--- src/rtl/tcam_pkg.sv ---
// Shared definitions for the TCAM match encoder: default sizes, derived widths
// and the parameter legality rules used by every module of the block.
package tcam_pkg;

    localparam int DEF_DEPTH     = 64;
    localparam int DEF_SEG_WIDTH = 16;
    localparam int DEF_CNT_WIDTH = 32;

    // Index width for a vector of n entries; never below 1 so ports stay legal.
    function automatic int idx_width(input int n);
        return (n > 1) ? $clog2(n) : 1;
    endfunction

    function automatic int calc_addr_width(input int depth);
        return idx_width(depth);
    endfunction

    function automatic int calc_nseg(input int depth, input int seg_width);
        return depth / seg_width;
    endfunction

    function automatic bit is_pow2(input int x);
        return (x > 0) && ((x & (x - 1)) == 0);
    endfunction

    // Segment width must tile the match vector exactly and be a power of two,
    // so that {segment, offset} concatenates into the flat entry index.
    function automatic bit params_legal(input int depth, input int seg_width);
        return (seg_width >= 2) && (seg_width <= depth) &&
               is_pow2(seg_width) && ((depth % seg_width) == 0);
    endfunction

endpackage

--- src/rtl/tcam_prio_enc.sv ---
// Combinational priority encoder: lowest set bit index, any-set and
// two-or-more-set flags. idx is 0 when no bit is set.
module tcam_prio_enc
    import tcam_pkg::*;
#(
    parameter int WIDTH = DEF_SEG_WIDTH
) (
    input  logic [WIDTH-1:0]            vec,
    output logic [idx_width(WIDTH)-1:0] idx,
    output logic                        any,
    output logic                        multi
);

    localparam int IW = idx_width(WIDTH);

    // Scan from the top down so the lowest set bit is the last one written.
    always_comb begin
        idx = '0;
        for (int i = WIDTH - 1; i >= 0; i--) begin
            if (vec[i]) begin
                idx = IW'(i);
            end
        end
    end

    // Clearing the lowest set bit leaves something only if two or more were set.
    always_comb begin
        any   = |vec;
        multi = |(vec & (vec - WIDTH'(1)));
    end

endmodule

--- src/rtl/tcam_match_encoder.sv ---
// Two-stage pipelined priority encoder behind the TCAM match array.
// Stage 1 encodes each segment of the match vector; stage 2 picks the lowest
// hitting segment and forms the flat index. Saturating hit/miss counters are
// updated on each output transfer.
module tcam_match_encoder
    import tcam_pkg::*;
#(
    parameter int DEPTH     = DEF_DEPTH,
    parameter int SEG_WIDTH = DEF_SEG_WIDTH,
    parameter int CNT_WIDTH = DEF_CNT_WIDTH
) (
    input  logic                                clk,
    input  logic                                rst,
    input  logic [DEPTH-1:0]                    s_match,
    input  logic                                s_valid,
    output logic                                s_ready,
    output logic [calc_addr_width(DEPTH)-1:0]   m_index,
    output logic                                m_hit,
    output logic                                m_multi,
    output logic                                m_valid,
    input  logic                                m_ready,
    input  logic                                stat_clr,
    output logic [CNT_WIDTH-1:0]                hit_cnt,
    output logic [CNT_WIDTH-1:0]                miss_cnt
);

    localparam int ADDR_WIDTH = calc_addr_width(DEPTH);
    localparam int NSEG       = calc_nseg(DEPTH, SEG_WIDTH);
    localparam int SIW        = idx_width(SEG_WIDTH);
    localparam int KW         = idx_width(NSEG);

    localparam logic [CNT_WIDTH-1:0] CNT_MAX = '1;
    localparam logic [CNT_WIDTH-1:0] CNT_ONE = CNT_WIDTH'(1);

    if (!params_legal(DEPTH, SEG_WIDTH)) begin : g_bad_params
        $error("tcam_match_encoder: SEG_WIDTH must be a power of two dividing DEPTH");
    end

    logic                     st1_valid;
    logic                     st1_adv;
    logic                     st2_adv;
    logic                     out_xfer;

    logic [NSEG-1:0]          seg_hit_d;
    logic [NSEG-1:0]          seg_multi_d;
    logic [NSEG-1:0][SIW-1:0] seg_idx_d;

    logic [NSEG-1:0]          seg_hit_q;
    logic [NSEG-1:0]          seg_multi_q;
    logic [NSEG-1:0][SIW-1:0] seg_idx_q;

    logic [ADDR_WIDTH-1:0]    res_index;
    logic                     res_hit;
    logic                     res_multi;

    // Handshake: a stage may load when empty or when its content leaves now.
    always_comb begin
        st2_adv  = !m_valid || m_ready;
        st1_adv  = !st1_valid || st2_adv;
        s_ready  = st1_adv;
        out_xfer = m_valid && m_ready;
    end

    for (genvar k = 0; k < NSEG; k++) begin : g_seg
        tcam_prio_enc #(
            .WIDTH (SEG_WIDTH)
        ) u_seg_enc (
            .vec   (s_match[k*SEG_WIDTH +: SEG_WIDTH]),
            .idx   (seg_idx_d[k]),
            .any   (seg_hit_d[k]),
            .multi (seg_multi_d[k])
        );
    end

    // Stage 1 register: per-segment encodings of the accepted match vector.
    always_ff @(posedge clk) begin
        if (!rst) begin
            st1_valid   <= 1'b0;
            seg_hit_q   <= '0;
            seg_multi_q <= '0;
            seg_idx_q   <= '0;
        end else if (st1_adv) begin
            st1_valid <= s_valid;
            if (s_valid) begin
                seg_hit_q   <= seg_hit_d;
                seg_multi_q <= seg_multi_d;
                seg_idx_q   <= seg_idx_d;
            end
        end
    end

    if (NSEG > 1) begin : g_multi_seg
        logic [KW-1:0] sel_seg;
        logic          seg_over;

        tcam_prio_enc #(
            .WIDTH (NSEG)
        ) u_sel_enc (
            .vec   (seg_hit_q),
            .idx   (sel_seg),
            .any   (res_hit),
            .multi (seg_over)
        );

        // Any hit in a higher segment also makes the lookup a multi-match.
        always_comb begin
            res_index = '0;
            res_multi = 1'b0;
            if (res_hit) begin
                res_index = {sel_seg, seg_idx_q[sel_seg]};
                res_multi = seg_multi_q[sel_seg] || seg_over;
            end
        end
    end else begin : g_one_seg
        // A single segment already carries the full index.
        always_comb begin
            res_hit   = seg_hit_q[0];
            res_multi = seg_multi_q[0];
            res_index = ADDR_WIDTH'(seg_idx_q[0]);
        end
    end

    // Stage 2 register: the result presented downstream, held while stalled.
    always_ff @(posedge clk) begin
        if (!rst) begin
            m_valid <= 1'b0;
            m_index <= '0;
            m_hit   <= 1'b0;
            m_multi <= 1'b0;
        end else if (st2_adv) begin
            m_valid <= st1_valid;
            if (st1_valid) begin
                m_index <= res_index;
                m_hit   <= res_hit;
                m_multi <= res_multi;
            end
        end
    end

    // Saturating lookup statistics; a clear overrides a same-cycle increment.
    always_ff @(posedge clk) begin
        if (!rst || stat_clr) begin
            hit_cnt  <= '0;
            miss_cnt <= '0;
        end else if (out_xfer) begin
            if (m_hit) begin
                if (hit_cnt != CNT_MAX) begin
                    hit_cnt <= hit_cnt + CNT_ONE;
                end
            end else begin
                if (miss_cnt != CNT_MAX) begin
                    miss_cnt <= miss_cnt + CNT_ONE;
                end
            end
        end
    end

endmodule

--- config.mk ---
export PLATFORM = sky130hd
export DESIGN_NAME = tcam_match_encoder
export DESIGN_NICKNAME = d
export VERILOG_FILES = /design/src/rtl/tcam_pkg.sv /design/src/rtl/tcam_prio_enc.sv /design/src/rtl/tcam_match_encoder.sv
export SDC_FILE = /design/constraint.sdc
export NUM_CORES = 1
export LEC_CHECK = 0
export BUFFER_PORTS_ARGS = -buffer_cell sky130_fd_sc_hd__buf_2
export CORE_MARGIN = 2
export CORE_UTILIZATION = 49
export CTS_BUF_LIST = sky130_fd_sc_hd__clkbuf_16
export DETAILED_ROUTE_END_ITERATION = 12
export PLACE_DENSITY = 0.77
export SLEW_MARGIN = 20
export SYNTH_ARGS = -nofsm -noshare
export SYNTH_HDL_FRONTEND = slang
export SYNTH_SLANG_ARGS = --single-unit
--- constraint.sdc ---
create_clock -name clk -period 1.8 [get_ports clk]
set_input_delay 0.09 -clock clk [delete_from_list [all_inputs] [get_ports clk]]
set_output_delay 0.09 -clock clk [all_outputs]
set_load 0.02 [all_outputs]
## Word level (Yosys, flattened, before mapping)

Cells that the tools add are included.

| word-level totals | value |
|---|---|
| flip-flop bits (word level) | 98 |
| bits of input ports | 69 |
| output and inout port bits | 74 |
| word-level logic and storage cells | 125 |

| cells by class | value |
|---|---|
| $add $sub $neg | 7 |
| magnitude comparators | 1 |
| equal/unequal tests | 2 |
| mux-type cells | 74 |
| bitwise operators | 6 |
| reductions and logical operators | 22 |

Operators with widths:

| cell | count |
|---|---|
| 4-bit two-way mux | 65 |
| 16-bit OR reduction | 8 |
| 32-bit by 1-bit adder with 32-bit output (second input constant) | 2 |
| 16-bit AND | 4 |
| 32-bit != test (second input constant) | 2 |
| 16-bit by 1-bit subtractor with 16-bit output (second input constant) | 4 |
| 4-bit binary-select mux with 2-bit select | 1 |
| 2-bit two-way mux | 4 |
| 4-bit OR reduction | 2 |
| 6-bit two-way mux | 1 |
| 3-bit AND reduction | 2 |
| 4-bit AND | 1 |
| 1-bit logical OR | 4 |
| 2-bit AND reduction | 2 |
| 4-bit by 1-bit subtractor with 4-bit output (second input constant) | 1 |
| 1-bit logical NOT | 3 |
| 2-bit by 3-bit less-than comparator with 1-bit output (second input constant) | 1 |
| 1-bit binary-select mux with 2-bit select | 1 |
| 1-bit two-way mux | 2 |
| 1-bit logical AND | 1 |
| 1-bit NOT | 1 |

## Depth between registers and ports, before layout

Gate-level depths: netlist of the first run.

| logic depth | value |
|---|---|
| depth after elaboration | 16 |
| mapped depth | 8 |

## By module

A second synthesis of the first run with hierarchy kept.

| unflattened totals | value |
|---|---|
| cells, all modules | 786 |
| area total of the unflattened synthesis | 6125.9 sq um |

Modules (own cells, without submodules):

| module | times used | cells an instance | area an instance (sq um) | sequential area each (sq um) |
|---|---|---|---|---|
| tcam_match_encoder | 1 | 564 | 4787.1 | 1961.9 |
| tcam_prio_enc (g_seg[0].u_seg_enc ...) | 4 | 53 | 322.8 | 0.0 |
| tcam_prio_enc (g_multi_seg.u_sel_enc) | 1 | 10 | 47.5 | 0.0 |

## Worst setup path after synthesis of the first run

Ideal clock, no wire load.

| timing | value |
|---|---|
| kind | register -> register |
| from | register miss_cnt[6] |
| to | register miss_cnt[26] |
| library setup time | 0.070 ns |
| arrival time | 2.049 ns |
| required time | 1.730 ns |
| path slack | -0.319 ns |
| stages on the path, launching flop included | 7 |
| path buffers | 1 |
| period minus slack after synthesis | 2.119 ns |
| path through | dfxtp_1 > and4_1 > buf_2 > nand4_2 > or4_1 > or3_1 > a21oi_1 |

| between the ends | value |
|---|---|
| longest elaborated chain between the ends | 2 |
| elaborated cells on any way between the ends | 3 |

RTL lines:

| what | RTL line | RTL |
|---|---|---|
| from (decl) | tcam_match_encoder.sv:24 | `output logic [CNT_WIDTH-1:0] miss_cnt` |
| from (signal assigned) | tcam_match_encoder.sv:152 | `miss_cnt <= miss_cnt + CNT_ONE;` |
| branches (longest 2 deep; another with 32-bit by 1-bit adder with 32-bit output) | n/a |  |

Parallel ways; which one is timed is not known.
A chain may end at the register's enable or synchronous reset.

## Worst setup path after layout of the first run

| timing | value |
|---|---|
| from | register hit_cnt[3] |
| to | register hit_cnt[17] |

| between the ends | value |
|---|---|
| longest elaborated chain between the ends | 2 |
| elaborated cells on any way between the ends | 3 |

RTL lines:

| what | RTL line | RTL |
|---|---|---|
| from (decl) | tcam_match_encoder.sv:23 | `output logic [CNT_WIDTH-1:0] hit_cnt,` |
| from (signal assigned) | tcam_match_encoder.sv:148 | `hit_cnt <= hit_cnt + CNT_ONE;` |
| branches (longest 2 deep; another with 32-bit by 1-bit adder with 32-bit output) | n/a |  |

Parallel ways; which one is timed is not known.

==> results.tsv, run 1 <==
stage	metric	value	unit
power	switching_power	1.150	mW
detailed_routing	routedWlPerCell	16.79	um
synth	syn-cell-area	0.005784	mm^2
sta	fmax	526.9	MHz
power	combPwrFrac	0.118	
sta	setup_ws	-97.94	ps
placed_design	dp.cells	1084	
synth	synth_seq_cells	98	
setup_path	path_delay_family	simple AND/OR/NAND/NOR gates	
global_route	grtUsageTotal	0.2672	
clock_network	cts.clk_slew.worst_paths	60	ps
detailed_routing	ant_nets	0	
synth	async_reset_ff_frac	0	
placed_design	place_congestion	0.8688	
floorplan	core-area	0.01147	mm^2
floorplan	io_pins	143	
synth	synth_top_cell_by_area	dfxtp_1	
synth	synth_common_cells	98 x dfxtp_1, 68 x a21oi_1, 58 x nand2_1	
synth	synth-edff-count	0	
job	drv_cap	0	
power	p_int	3.463	mW
sta	relSlewSlack	0.6390	
setup_path	worstSetupEndpointType	flop	
cells_and_area	fin_cells	1116	
cells_and_area	area_growth	41.86	%
power	vdd_drop_max	0.4226	mV
setup_path	crit_path_max_incr_delay	440	ps
cells_and_area	finalNetCount	1040	
floorplan	die_w	112.7	um
global_route	overflow	0	
setup_path	worstPathRequired	2060	ps
sta	worst_pin_slew	536.5	ps
cells_and_area	antenna_cells	0	
power	seq_power_share	0.478	
sta	period_minus_slack	1898	ps
sta	setup_viol	22	
cells_and_area	drive_gt1_frac	0.4090	
synth	yosys_warnings	0	
global_route	grt_antenna_before_repair	0	
floorplan	fp.dieH	112.7	um
sta	slew_violations	0	
setup_path	path_cells	buf_6 -> nand4_1 -> nor4_4 -> a21o_2 -> clkbuf_16 -> or4_1 -> a21oi_1	
clock_network	worstSkewPairLatency	350	ps
sta	rsz0062_at_grt	yes	
setup_path	cp_num_buf_inv	2	
clock_network	htreeDepth	3	
sta	fin_crit_sh	1.054	
synth	synth_fp_nets	799	
clock_network	ctsRootBufferMaster	clkbuf_16	
synth	netlist_top_cells_area	dfxtp_1 34%, a21oi_1 5.9%, o31ai_1 4.0%, or4_1 3.9%, o21ai_0 3.8%	
setup_path	cp_slowest_cell	or4_1	
power	clkPwrFrac	0.403	
synth	netlist_instances	728	
detailed_routing	drtIter0Drc	458	
placed_design	placed_cell_area	0.007515	mm^2
sta	hold_violations	0	
cells_and_area	n_fill_cell	877	
sta	fin_skew	10.41	ps
setup_path	worstSetupPathType	flop to flop	
power	leakagePower	3.280	nW
detailed_routing	via_per_inst	6.221	
placed_design	io_buffers	142	
setup_path	cp-start-kind	flop	
power	p_per_area	562.1	mW/mm^2
power	p_sw_frac	0.2493	
setup_path	path_max_fanout	16	
global_route	grt_max_degree	45	
synth	synth.most_common_cell	dfxtp_1	
clock_network	ctsHoldBuffers	0	
run_status	status	complete, but fails checks	
power	power	4.612	mW
clock_network	cts_max_path_buffers	2	
floorplan	dieArea	0.01269	mm^2
min_path	min_path_type	input pin to flop	
floorplan	initial_core_util	0.5044	
synth	syn_area_per_cell	7.945	um^2
detailed_routing	num_vias	6943	
detailed_routing	first_pass_iters	5	
floorplan	rows	39	
global_route	grt_pass1_vias	6172	
detailed_routing	drc	0	
detailed_routing	wl	18.74	mm
global_route	grt_first_pass_wirelength	28.55	mm
placed_design	hpwl	13.16	mm
setup_path	path_depth	7	
cells_and_area	fin_area	0.008205	mm^2
clock_network	cts_sinks	98	
setup_path	ff2ff_path_depth	7	
synth	ys.flop_type	dfxtp_1	
sta	tns	-901.2	ps
synth	synth_top_area_share	0.3392	
synth	synth-seq-area-share	0.3392	
clock_network	cts_tree	yes	
clock_network	cts_made_buffers	9	
synth	synth_cell_types	66	
setup_path	crit_arrival	2160	ps
run_status	violations	negative setup slack	
min_path	hold_depth	3	
-- sequential cells by signal, summed over array words and instances, names as in the netlist --
| register | cells |
|---|---|
| hit_cnt | 32 |
| miss_cnt | 32 |
| seg_idx_q | 16 |
| m_index | 6 |
| seg_hit_q | 4 |
| seg_multi_q | 4 |
| m_hit | 1 |
| m_multi | 1 |
| m_valid | 1 |
| st1_valid | 1 |
-- per-layer routing --
| layer | global-route usage | share of wire | vias to the layer above |
|---|---|---|---|
| met2 | 0.4790 | 0.51 | 278 |
| met5 | 0 | 0 | - |
| met1 | 0.3312 | 0.41 | 3306 |
| li1 | - | - | 3321 |
| met3 | 0.02646 | 0.056 | 38 |
| met4 | 0.09919 | 0.024 | 0 |
-- power by group through the flow --
stage | clock [mW] | combinational (mW) | sequential [mW]
2_1_floorplan | 0 | 0.267 | 2.25
3_3_place_gp | 0 | 0.510 | 2.25
3_5_place_dp | 0 | 0.532 | 2.25
4_1_cts | 1.87 | 0.535 | 2.20
5_1_grt | 1.95 | 0.602 | 2.21
6_report | 1.86 | 0.546 | 2.21
-- per-stage QoR --
stage / util / worst slack (ps) / hold slack [ps]
finish: 0.7155 / -97.94 / 49.58
detailed placement: 0.6553 / -92.00 / 402.2
global placement: 0.6553 / -71.76 / 391.9
CTS: 0.6866 / -55.11 / 44.10
global route: 0.7155 / -214.0 / 55.97
floorplan: - / -70.83 / 250.1
-- layout make-up --
type,instances,area [um^2],share of cell area
Clock inverter,6,53.80,0.006557
Inverter,20,75.07,0.009149
Tap cell,143,178.9,0.02181
Timing Repair Buffer,261,1680,0.2048
Multi-Input combinational cell,579,3923,0.4780
Sequential cell,98,2069,0.2522
Clock buffer,9,225.2,0.02745
-- logic make-up after synthesis --
kind of cell / Yosys count / share of synthesized area
compound gates: 224 / 0.2527
xor+xnor: 12 / 0.01817
fa+ha+maj: 12 / 0.02185
buf+inv: 52 / 0.03872
flops: 98 / 0.3392
mux: 6 / 0.01904
simple gates: 324 / 0.3104
-- worst min-delay path: cells and delay by family --
| family | cells | cell delay, ps |
|---|---|---|
| AO/OA/AOI/OAI | 1 | 70 |
| buffers and inverters | 2 | 180 |
-- worst paths after layout --
check | startpoint | end | slack, ps
min reg2reg | seg_idx_q[14] | seg_idx_q[14] | 480
min | s_valid | st1_valid | 50
max reg2reg | hit_cnt[3] | hit_cnt[17] | -100
max | hit_cnt[3] | hit_cnt[17] | -100
-- placed cells by master, fill, tap and decap left out, types with 4 or more instances in the layout --
cell type,n
buf_2,143
dfxtp_4,18
nand4_1,16
a31o_2,4
mux4_2,4
a21oi_2,9
and3_1,4
and4_4,8
nand2_1,55
a211oi_1,9
a31oi_1,9
and2_1,8
xnor2_1,9
nand2b_1,9
nand3_1,36
maj3_1,9
nor2b_1,11
a21boi_0,5
or3_4,4
clkbuf_16,11
dfxtp_2,32
a32o_1,10
or3_1,21
o211ai_1,5
nor2_1,51
nor4_1,19
buf_6,5
or4_1,20
inv_1,23
buf_4,109
nor3b_1,6
dfxtp_1,48
nor3_1,18
or4_4,10
o21ai_0,38
o31a_1,5
o21ai_1,4
a21oi_1,59
o31ai_1,30
-- what timing repair did --
action | 4_1_cts | 5_1_grt
gates resized for setup | 17 | 55
setup endpoints to repair | 20 | 48
cloned | 0 | 4
pin swaps | 10 | 20
setup buffers | 3 | 11
Power figures use the tool's default switching activity.
==> inputs of run 2 (changes only) <==
BUFFER_PORTS_ARGS = unset   (was -buffer_cell sky130_fd_sc_hd__buf_2)
CORE_MARGIN = 5   (was 2)
CORE_UTILIZATION = 58   (was 49)
DONT_BUFFER_PORTS = 1   (was unset)
PLACE_DENSITY = 0.76   (was 0.77)
==> results.tsv, run 2 (synthesis gave the netlist of run 1 again) <==
stage	metric	value	unit	change
setup_path	crit_arrival	2210	ps	+50 ps
power	vdd_drop_max	0.4030	mV	-4.6%
cells_and_area	fin_area	0.007880	mm^2	-4.0%
detailed_routing	num_vias	6577		-5.3%
setup_path	worstSetupEndpointType	flop		
cells_and_area	multi_input_area	0.003921	mm^2	about the same
detailed_routing	via_per_inst	6.525		+4.9%
cells_and_area	top_regs	hit_cnt: 32 flops, miss_cnt: 32 flops, seg_idx_q: 16 flops		
cells_and_area	final_cell_mix	132 x buf_4, 60 x a21oi_1, 58 x nand2_1, 51 x nor2_1, 48 x dfxtp_1		
job	drv_cap	0		unchanged
detailed_routing	ant_nets	0		unchanged
cells_and_area	final_common_cell	buf_4		
sta	tns	-1035	ps	-134.1 ps
detailed_routing	drtIter0Drc	478		+4.4%
sta	period_minus_slack	1924	ps	+26.07 ps
cells_and_area	area_growth	36.23	%	
clock_network	cts_made_buffers	9		unchanged
min_path	min_path_type	input pin to flop		
placed_design	hpwl	12.83	mm	-2.6%
detailed_routing	drc	0		unchanged
sta	rsz0062_at_grt	yes		
floorplan	io_pins	143		unchanged
sta	fin_crit_sh	1.069		+0.01448
setup_path	worstSetupPathType	flop to flop		
clock_network	cts.clk_slew.worst_paths	70	ps	about the same
placed_design	dp.cells	956		-12%
cells_and_area	final_util	0.8099		+0.09438
sta	setup_viol	21		-4.5%
global_route	grtUsageTotal	0.2867		+0.01947
run_status	violations	negative hold slack, negative setup slack		
global_route	grt_antenna_before_repair	0		unchanged
setup_path	worstPathRequired	2090	ps	+30 ps
sta	hold_violations	2		+2
placed_design	place_congestion	0.8997		+3.6%
sta	setup_ws	-124.0	ps	-26.07 ps
floorplan	die_w	109.9	um	-2.5%
floorplan	dieArea	0.01207	mm^2	-4.9%
clock_network	ctsRootBufferMaster	clkbuf_16		
detailed_routing	first_pass_iters	5		unchanged
floorplan	core-area	0.009729	mm^2	-15%
power	p_per_area	597.6	mW/mm^2	+6.3%
power	leakagePower	2.803	nW	-15%
cells_and_area	antenna_cells	0		unchanged
floorplan	rows	36		-7.7%
sta	hold_slack	-15.95	ps	-65.52 ps
sta	fin_skew	9.316	ps	-1.091 ps
cells_and_area	finalNetCount	941		-9.5%
global_route	overflow	0		unchanged
sta	worst_pin_slew	1034	ps	+497.2 ps
cells_and_area	drive_gt1_frac	0.3131		-0.09590
sta	fmax	519.7	MHz	-1.4%
clock_network	worstSkewPairLatency	350	ps	about the same
cells_and_area	seq_area	0.002074	mm^2	+0.24%
clock_network	cts_tree	yes		
clock_network	cts_sinks	98		unchanged
setup_path	cp-start-kind	flop		
global_route	grt_max_degree	35		-22%
cells_and_area	n_fill_cell	670		-24%
floorplan	initial_core_util	0.5945		+0.09010
placed_design	placed_cell_area	0.006984	mm^2	-7.1%
clock_network	htreeDepth	3		unchanged
detailed_routing	wl	19.15	mm	+2.2%
placed_design	io_buffers	0		-100%
run_status	status	complete, but fails checks		
setup_path	path_max_fanout	5		-11
sta	slew_violations	0		unchanged
floorplan	fp.dieH	109.9	um	-2.5%
cells_and_area	fin_cells	1008		-9.7%
clock_network	cts_max_path_buffers	2		unchanged
global_route	grt_pass1_vias	6045		-2.1%
detailed_routing	routedWlPerCell	18.99	um	+13%
sta	relSlewSlack	0.3086		-0.3304
global_route	grt_first_pass_wirelength	27.92	mm	-2.2%
## run 2: changes by cell type in the layout (fill, tap and decap cells not counted), sizes merged
cell,delta
a21o,+1
buf,-119
bufinv,+1
clkinv,+2
clkbuf,-2
inv,-2
dlygate4sd3,+21
## run 2: critical path, stage by stage, from the launching register on
cell,delay [ps]
dfxtp_4,350
nand4_1,220
nor4_4,530
o2111ai_1,210
or4_1,450
nand2_1,110
## run 2: cell type report
| cell class | instances | area share |
|---|---|---|
| clock buffer | 9 | 0.02858 |
| inverter | 20 | 0.009527 |
| clock inverter | 7 | 0.01270 |
| sequential | 98 | 0.2633 |
| multi-input combinational | 580 | 0.4976 |
| tap | 133 | 0.02112 |
| timing repair buffer | 161 | 0.1672 |
## run 2: repair_timing
action | CTS | global route
setup buffers | 3 | 9
endpoints found under the hold margin | 34 | 1
gates resized for setup | 14 | 54
endpoints found under the setup margin | 25 | 47
pin swaps | 8 | 26
hold buffers | 20 | 1
gates cloned | 0 | 3
## run 2: path summary, 6_finish.rpt
kind / end / slack, ps / startpoint / depth (start not counted)
hold / removal: seg_idx_q[10] / -20 / s_match[32] / 3
setup / recovery: hit_cnt[28] / -120 / hit_cnt[14] / 5
setup reg to reg: hit_cnt[28] / -120 / hit_cnt[14] / 5
hold reg to reg: seg_idx_q[10] / 500 / seg_idx_q[10] / 2
## run 2: per-stage QoR
stage / worst slack, ps / hold slack [ps] / total power, mW
final: -124.0 / -15.95 / 4.709
after CTS: -42.61 / 1.732 / 4.712
after global placement: -72.59 / 217.1 / 2.588
after floorplan: -70.83 / 250.1 / 2.520
after detailed placement: -97.28 / 222.5 / 2.599
after global routing: -219.6 / 13.71 / 4.859
## run 2: report_power, final
group / switching, mW / internal, mW / leakage (nW)
logic: 0.201 / 0.199 / 1.82
clock network: 0.871 / 1.23 / 0.160
registers: 0.0377 / 2.17 / 0.825
## run 2: per-layer routing
metal  share of wire  track usage  up-vias
met3           0.081      0.06577       47
met2            0.52       0.5082      306
li1                -            -     3111
met5               0            0        -
met1            0.38       0.3275     3113
met4           0.026       0.1238        0
